**src/rtl/dic_entry_ctrl_if.sv**
```systemverilog
// Character input and control/load outputs of the digital-clock entry sequencer.
// master = UART side / test driver, slave = dic_entry_ctrl.
interface dic_entry_ctrl_if;
  logic       char_vld;
  logic [7:0] char;
  logic       blink;
  logic       dic_run;
  logic       alarm_ena;
  logic       ld_time;
  logic       ld_alarm;
  logic [3:0] ld_dig;
  logic [3:0] ld_val;
  logic [3:0] dsp_en;
  logic       err;

  modport master (
    output char_vld, char, blink,
    input  dic_run, alarm_ena, ld_time, ld_alarm, ld_dig, ld_val, dsp_en, err
  );

  modport slave (
    input  char_vld, char, blink,
    output dic_run, alarm_ena, ld_time, ld_alarm, ld_dig, ld_val, dsp_en, err
  );
endinterface

```
**src/rtl/dic_entry_ctrl.sv**
```systemverilog
// Command/entry sequencer: run/stop, alarm arm, and 4-digit MM:SS time/alarm entry
// with per-digit range checks and an inter-character timeout. All outputs registered.
module dic_entry_ctrl #(
  parameter logic [23:0] TIMEOUT_CYC = 24'd12_000_000
) (
  input  logic              clk,
  input  logic              rst,
  dic_entry_ctrl_if.slave   bus
);

  typedef enum logic [1:0] {IDLE, ENT_T, ENT_A} state_e;

  localparam logic [23:0] CNT_MAX = 24'hFF_FFFF;

  state_e      state_q, state_d;
  logic [1:0]  idx_q, idx_d;
  logic [23:0] cnt_q, cnt_d;
  logic        run_q, run_d;
  logic        alm_q, alm_d;
  logic        ldt_q, ldt_d;
  logic        lda_q, lda_d;
  logic [3:0]  dig_q, dig_d;
  logic [3:0]  val_q, val_d;
  logic [3:0]  dsp_q, dsp_d;
  logic        err_q, err_d;

  logic       is_dig, is_s, is_l, is_a, is_at, is_cr, dig_ok;
  logic [3:0] dval;

  always_comb begin
    is_dig = (bus.char >= 8'h30) && (bus.char <= 8'h39);
    is_s   = (bus.char == 8'h53) || (bus.char == 8'h73);
    is_l   = (bus.char == 8'h4C) || (bus.char == 8'h6C);
    is_a   = (bus.char == 8'h41) || (bus.char == 8'h61);
    is_at  = (bus.char == 8'h40);
    is_cr  = (bus.char == 8'h0D);
    dval   = bus.char[3:0];
    // tens positions (even idx) hold 0-5, ones positions 0-9
    dig_ok = idx_q[0] ? (dval <= 4'd9) : (dval <= 4'd5);
  end

  always_comb begin
    state_d = state_q;
    idx_d   = idx_q;
    cnt_d   = cnt_q;
    run_d   = run_q;
    alm_d   = alm_q;
    dig_d   = '0;
    val_d   = '0;
    err_d   = 1'b0;
    dsp_d   = 4'hF;
    if (state_q != IDLE) dsp_d[2'd3 - idx_q] = bus.blink;

    case (state_q)
      IDLE: begin
        if (bus.char_vld) begin
          cnt_d = '0;
          if (is_s) run_d = 1'b1;
          else if (is_cr) run_d = 1'b0;
          else if (is_at) alm_d = ~alm_q;
          else if (is_l) begin
            state_d = ENT_T;
            idx_d   = '0;
            run_d   = 1'b0;
          end else if (is_a) begin
            state_d = ENT_A;
            idx_d   = '0;
          end
        end
      end
      default: begin
        if (bus.char_vld) begin
          cnt_d = '0;
          if (is_dig && dig_ok) begin
            dig_d = 4'b1000 >> idx_q;
            val_d = dval;
            idx_d = idx_q + 2'd1;
            if (idx_q == 2'd3) state_d = IDLE;
          end else if (is_cr) begin
            state_d = IDLE;
          end else begin
            err_d = 1'b1;
          end
        end else begin
          cnt_d = (cnt_q == CNT_MAX) ? cnt_q : cnt_q + 24'd1;
          if (cnt_d >= TIMEOUT_CYC - 24'd1) begin
            state_d = IDLE;
            err_d   = 1'b1;
          end
        end
      end
    endcase

    ldt_d = (state_d == ENT_T);
    lda_d = (state_d == ENT_A);
  end

  always_ff @(posedge clk) begin
    if (!rst) begin
      state_q <= IDLE;
      idx_q   <= '0;
      cnt_q   <= '0;
      run_q   <= 1'b0;
      alm_q   <= 1'b0;
      ldt_q   <= 1'b0;
      lda_q   <= 1'b0;
      dig_q   <= '0;
      val_q   <= '0;
      dsp_q   <= 4'hF;
      err_q   <= 1'b0;
    end else begin
      state_q <= state_d;
      idx_q   <= idx_d;
      cnt_q   <= cnt_d;
      run_q   <= run_d;
      alm_q   <= alm_d;
      ldt_q   <= ldt_d;
      lda_q   <= lda_d;
      dig_q   <= dig_d;
      val_q   <= val_d;
      dsp_q   <= dsp_d;
      err_q   <= err_d;
    end
  end

  assign bus.dic_run   = run_q;
  assign bus.alarm_ena = alm_q;
  assign bus.ld_time   = ldt_q;
  assign bus.ld_alarm  = lda_q;
  assign bus.ld_dig    = dig_q;
  assign bus.ld_val    = val_q;
  assign bus.dsp_en    = dsp_q;
  assign bus.err       = err_q;

endmodule

```
**src/flat_wrapper.sv**
```systemverilog
// flat-port wrapper written by rule: the top's interface ports become plain ports
module dic_entry_ctrl_flat 
#(
  parameter logic [23:0] TIMEOUT_CYC = 24'd12_000_000
)
  (clk, rst, bus_char_vld, bus_char, bus_blink, bus_dic_run, bus_alarm_ena, bus_ld_time, bus_ld_alarm, bus_ld_dig, bus_ld_val, bus_dsp_en, bus_err);
  dic_entry_ctrl_if bus_i ();
  input  logic clk;
  input  logic rst;
  input wire logic [$bits(bus_i.char_vld)-1:0] bus_char_vld;
  input wire logic [$bits(bus_i.char)-1:0] bus_char;
  input wire logic [$bits(bus_i.blink)-1:0] bus_blink;
  output wire logic [$bits(bus_i.dic_run)-1:0] bus_dic_run;
  output wire logic [$bits(bus_i.alarm_ena)-1:0] bus_alarm_ena;
  output wire logic [$bits(bus_i.ld_time)-1:0] bus_ld_time;
  output wire logic [$bits(bus_i.ld_alarm)-1:0] bus_ld_alarm;
  output wire logic [$bits(bus_i.ld_dig)-1:0] bus_ld_dig;
  output wire logic [$bits(bus_i.ld_val)-1:0] bus_ld_val;
  output wire logic [$bits(bus_i.dsp_en)-1:0] bus_dsp_en;
  output wire logic [$bits(bus_i.err)-1:0] bus_err;
  assign bus_i.char_vld = bus_char_vld;
  assign bus_i.char = bus_char;
  assign bus_i.blink = bus_blink;
  assign bus_dic_run = bus_i.dic_run;
  assign bus_alarm_ena = bus_i.alarm_ena;
  assign bus_ld_time = bus_i.ld_time;
  assign bus_ld_alarm = bus_i.ld_alarm;
  assign bus_ld_dig = bus_i.ld_dig;
  assign bus_ld_val = bus_i.ld_val;
  assign bus_dsp_en = bus_i.dsp_en;
  assign bus_err = bus_i.err;
  dic_entry_ctrl #(.TIMEOUT_CYC(TIMEOUT_CYC)) u_core (.clk(clk), .rst(rst), .bus(bus_i));
endmodule
```
**config.mk**
```make
export PLATFORM = sky130hd
export DESIGN_NAME = dic_entry_ctrl_flat
export DESIGN_NICKNAME = d
export VERILOG_FILES = /design/src/rtl/dic_entry_ctrl_if.sv /design/src/rtl/dic_entry_ctrl.sv /design/src/flat_wrapper.sv
export SDC_FILE = /design/constraint.sdc
export NUM_CORES = 1
export LEC_CHECK = 0
export CORE_MARGIN = 2
export CORE_UTILIZATION = 30
export DETAILED_ROUTE_END_ITERATION = 6
export PLACE_DENSITY = 0.47
export SETUP_SLACK_MARGIN = 0.4
export SYNTH_ARGS = -nofsm -noshare
export SYNTH_HDL_FRONTEND = slang
export SYNTH_SLANG_ARGS = --single-unit
export TNS_END_PERCENT = 100
```
**constraint.sdc**
```tcl
create_clock -name clk -period 3 [get_ports clk]
set_input_delay 0.6 -clock clk [delete_from_list [all_inputs] [get_ports clk]]
set_output_delay 0.6 -clock clk [all_outputs]
set_load 0.1 [all_outputs]
```
Word level (Yosys, flattened, before mapping)
Cells that the tools add are included.
W data, S select, Z words.
- memories kept: 0
- bits in latches: 0
- bits of input ports: 12
- memory bits (read-only): 0
- register bits after elaboration: 45
- word-level logic and storage cells: 100
- output and inout bits: 17
- bits in writable memories: 0
- eq/ne operators: 18
- $mul: 0
- div/mod/pow operators: 0
- multiplexer cells: 36
- reduce and logical (&&, ||, !) cells: 16
- add/subtract/negate cells: 3
- shift operators: 1
- order comparisons: 7
- bitwise logic cells: 8
- operators with widths (operator ; count):
    $mux W24 ; 4
    $eq A8 B7 Y1 const B ; 7
    $mux W2 ; 21
    $add A24 B1 Y24 const B ; 1
    $eq A24 B24 Y1 const B ; 1
    $ge A24 B24 Y1 const B ; 1
    $mux W1 ; 10
    $eq A8 B4 Y1 const B ; 1
    $ge A8 B6 Y1 const B ; 1
    $le A8 B6 Y1 const B ; 1
    $ne A2 B2 Y1 const B ; 4
    $not A1 Y1 ; 6
    $reduce_and A6 Y1 ; 1
    $reduce_and A5 Y1 ; 1
    $eq A2 B2 Y1 const B ; 2
    $le A4 B3 Y1 const B ; 1
    $le A4 B4 Y1 const B ; 1
    $not A4 Y4 ; 1
    $or A4 B4 Y4 ; 1
    $reduce_and A4 Y1 ; 1
    $reduce_bool A2 Y1 ; 2
    $reduce_or A4 Y1 ; 1
    $shr A4 B2 Y4 const A ; 1
    $logic_and A1 B1 Y1 ; 3
    13 further kinds ; 15

Logic depth before layout (Yosys ltp)
- depth after elaboration: 10
- depth in mapped cells: 10
- gate-level depth less buffers: 9

Least setup slack after synthesis
Ideal clock, no wire load.
- path type: reg-to-reg
- start point: register u_core.cnt_q[0]
- end point: register u_core.ldt_q, in the netlist u_core.bus.ld_time
- library setup time: 0.115 ns
- slack: 0.627 ns
- data arrival time: 2.258 ns
- stages on the path, launching flop included: 11
- clock period less this slack: 2.373 ns
- path buffers: 1
- data required time: 2.885 ns
- cells stage by stage: dfxtp_1 > ha_1 > buf_2 > and4_1 > nand2_1 > nor4_4 > nor4_2 > a311oi_2 > nand3_1 > o2111ai_1 > o21ba_1
- cells in the longest elaborated chain, start to end: 7
- elaborated cells between the ends (all ways): 8
- those cells by class: 1 x add/sub; 1 x order compare; 2 x eq/ne; 4 x mux
- RTL lines (element ; line ; text):
    start, declared ; dic_entry_ctrl.sv:17 ; logic [23:0] cnt_q, cnt_d;
    start signal, assigned ; dic_entry_ctrl.sv:114 ; cnt_q <= cnt_d;
    $add A24 B1 Y24 / $eq A24 B24 Y1 (equally long branches) ; dic_entry_ctrl.sv:85 ; cnt_d = (cnt_q == CNT_MAX) ? cnt_q : cnt_q + 24'd1;
    $mux W24 * ; dic_entry_ctrl.sv:85 ;
    $ge A24 B24 Y1 * ; dic_entry_ctrl.sv:86 ; if (cnt_d >= TIMEOUT_CYC - 24'd1) begin
    $mux W2 * ; dic_entry_ctrl.sv:86 ;
    $mux W2 * ; dic_entry_ctrl.sv:72 ; if (bus.char_vld) begin
    $mux W2 * ; dic_entry_ctrl.sv:54 ; case (state_q)
    $eq A2 B1 Y1 * ; dic_entry_ctrl.sv:94 ; ldt_d = (state_d == ENT_T);
    end signal, assigned ; dic_entry_ctrl.sv:117 ; ldt_q <= ldt_d;
    end, declared ; dic_entry_ctrl.sv:20 ; logic ldt_q, ldt_d;
Every way passes the cells marked *; elsewhere a longest branch is shown, timed or not.
A chain may end at the register's enable or synchronous reset.

Final worst setup path
Ends and elaborated chain as after synthesis.

==> impl_metrics.tcl <==
set metrics [dict create \
    syn_avg_cell_area_sq_um 8.03 \
    ys.flop_type "dfxtp_1" \
    cp.arrival_ps 2650 \
    cpPeakStageDelay_ps 370 \
    critPathRequiredTime_ps 3200 \
    drc 0 \
    clkSinkCount 45 \
    die_w_um 96.8 \
    rows 33 \
    period_needed_ps 2450 \
    hold_ws_ps 512 \
    ys_seq_area_share_pct 34.8 \
    drive_gt1_share_pct 18.1 \
    synth_warnings 0 \
    hold_viol 0 \
    core-area_sq_mm 0.00830 \
    synth_area_sq_mm 0.00258 \
    vias 2370 \
    placed_cells 448 \
    max_freq_ghz 0.408 \
    ant_nets 0 \
    final_cell_mix "41 x nor2_1, 36 x nand2_1, 34 x dfxtp_1, 26 x buf_4, 23 x nand3_1" \
    cp_cell_sequence "ha_4 -> and4_1 -> nand2_1 -> nor4_4 -> buf_4 -> a211o_1 -> a311oi_2 -> nand3_1 -> o2111ai_1 -> o21ba_1" \
    die_area_sq_mm 0.00938 \
    fin_area_sq_mm 0.00316 \
    cts.root.buffer_cell "clkbuf_8" \
    crit_path_max_fanout 8 \
    hold_class "flop to flop" \
    fin_nets 369 \
    finalSetupViolCount 0 \
    cts_buffers 5 \
    p_sw_share_pct 21.1 \
    critPathBufInv 1 \
    grt_start_max_net_pins 25 \
    stdcell_count 458 \
    p_leak_nw 1.16 \
    fin_worst_skew_ps 9.62 \
    place_area_sq_mm 0.00293 \
    critPathLaunchType "flop" \
    pwr-share-comb_pct 4.6 \
    fin_crit_sh_pct 81.7 \
    grt_pass1_vias 2312 \
    max_slew_margin_pct 62.9 \
    switching_power_mw 0.255 \
    rsz0062_at_grt "no" \
    ios 29 \
    drv_slew 0 \
    clock_latency_ps 300 \
    synth-async-reset-ratio_pct 0 \
    clk_pin_slew_worst_paths_ps 90 \
    seqPwrFrac_pct 49.6 \
    die_y_um 96.8 \
    grt_use_met3_pct 3.18 \
    tightestPinTransition_ps 555 \
    synth_edf_count 0 \
    area_delta_synth_final_pct 22.3 \
    clockBufferDepth 2 \
    grt_use_met1_pct 18.5 \
    grt_pass1_wl_um 11100 \
    hpwlAfterDp_um 4720 \
    drtPass1Iterations 4 \
    power_mw 1.21 \
    htreeDepth 2 \
    yosys.area.top_type_share_pct 34.8 \
    drt-initial-drc-count 79 \
    postRouteWirelength_um 6440 \
    gp_congestion 0.770 \
    crit_family "compound AO/OA/AOI/OAI gates" \
    p_int_mw 0.952 \
    synth_cell_types 56 \
    synth_nets 339 \
    overflow 0 \
    yosys.area.top_type "dfxtp_1" \
    antenna_found_initial 0 \
    cap_violations 0 \
    end_kind "flop" \
    wl_per_cell_um 14.1 \
    grt_util_all_layers_pct 14.3 \
    use_met2_pct 23.1 \
    globalRoute.busiestLayer "met2" \
    cp_slowest_cell "dfxtp_2" \
    io_buffer_count 28 \
    cts_tree "built" \
    antenna_cells 0 \
    power_density_mw_per_mm2 382 \
    ys_ff_latch 45 \
    synth_area_leaders "dfxtp_1 35%, nor2_1 6.1%, nand2_1 5.2%, xor2_1 4.7%, nand3_1 4.6%" \
    status "complete, no violations" \
    peakVddDrop_uv 172 \
    tns_ps 0 \
    via_per_inst 5.17 \
    start_util_pct 31.1 \
    syn_inst 322 \
    critical_path_class "flop to flop" \
    p_clk_share_pct 45.8 \
    final_common_cell "nor2_1" \
]
## per-layer routing
metal	vias up	wire, um
li1	1205	-
met1	1095	3030
met2	60	3010
met3	10	271
met4	0	127
met5	-	0
## cell type report
class | instances | area [sq um]
clock buffers | 5 | 68.8
flip-flops and latches | 45 | 915
clock inverters | 3 | 65.1
inverters | 8 | 30.0
multi-input cells | 255 | 1650
well taps | 105 | 131
fillers | 894 | 5140
repair buffers | 37 | 305
## metrics by stage
| stage | worst slack [ps] | utilization (%) |
|---|---|---|
| finish | 549 | 38.1 |
| global placement | 269 | 35.3 |
| detailed placement | 271 | 35.3 |
| global route | 404 | 38.1 |
| floorplan | 627 | - |
| CTS | 423 | 37.1 |
## cell families after synthesis
kind of cell               count (synthesis)  share of synthesized area [%]
and+or+nand+nor                          172                           35.6
muxes                                      2                          0.823
buffers and inverters                     22                           4.11
xor gates and xnor gates                  25                           8.47
AOI/OAI and AO/OA                         51                           13.7
DFF                                       45                           34.8
adders and majority gates                  5                           2.42
## power groups by stage
stage                     logic, mW  clock network [mW]  registers, mW
final                        0.0554               0.553          0.598
after global routing         0.0616               0.596          0.599
after CTS                    0.0559               0.573          0.599
after detailed placement     0.0554                   0          0.613
after global placement       0.0556                   0          0.613
after floorplan              0.0207                   0          0.616
## Yosys cell counts, types with 2 or more instances
cell / n
o2111ai_1: 2
and4_1: 2
xnor2_1: 11
o21ai_1: 2
nand2b_1: 3
and2_1: 10
nor2_1: 42
nor4_4: 2
nor4_1: 10
o21bai_1: 2
buf_4: 4
buf_2: 6
ha_1: 5
a31oi_1: 4
inv_1: 8
o21a_1: 4
dfxtp_1: 45
nand4_1: 5
clkbuf_1: 3
and3_1: 11
nand3_1: 24
o21ai_0: 8
or3_1: 3
nand2_1: 36
nor3_1: 11
xor2_1: 14
o211ai_1: 3
a21oi_1: 13
nor3b_1: 2
## state kept, by name, summed over array words and instances, names as in the netlist, 2 cells and up
signal             cells
u_core.cnt_q          24
u_core.bus.dsp_en      4
u_core.bus.ld_dig      4
u_core.bus.ld_val      4
u_core.idx_q           2
u_core.state_q         2
## repair_timing
item | in CTS | in global routing
buffers inserted | 0 | 2
endpoints found under the setup margin | 5 | 5
gates resized for setup | 3 | 20
hold buffers | 0 | 0
pin swaps | 1 | 3
## tightest hold or removal path, delay by kind of cell, from the launching register on
family | cells | cell delay [ps]
and+or+nand+nor | 1 | 70
DFF | 1 | 350
AOI/OAI and AO/OA | 1 | 60
## path summary, 6_finish.rpt
kind                                start                             to  slack (ps)  depth (start not counted)
max          u_core.cnt_q[0]$_SDFFE_PN0P_  u_core.bus.ld_time$_SDFF_PN0_         550                         10
min          u_core.cnt_q[1]$_SDFFE_PN0P_   u_core.cnt_q[1]$_SDFFE_PN0P_         510                          2
max reg2reg  u_core.cnt_q[0]$_SDFFE_PN0P_  u_core.bus.ld_time$_SDFF_PN0_         550                         10
min reg2reg  u_core.cnt_q[1]$_SDFFE_PN0P_   u_core.cnt_q[1]$_SDFFE_PN0P_         510                          2
Power figures use the tool's default switching activity.
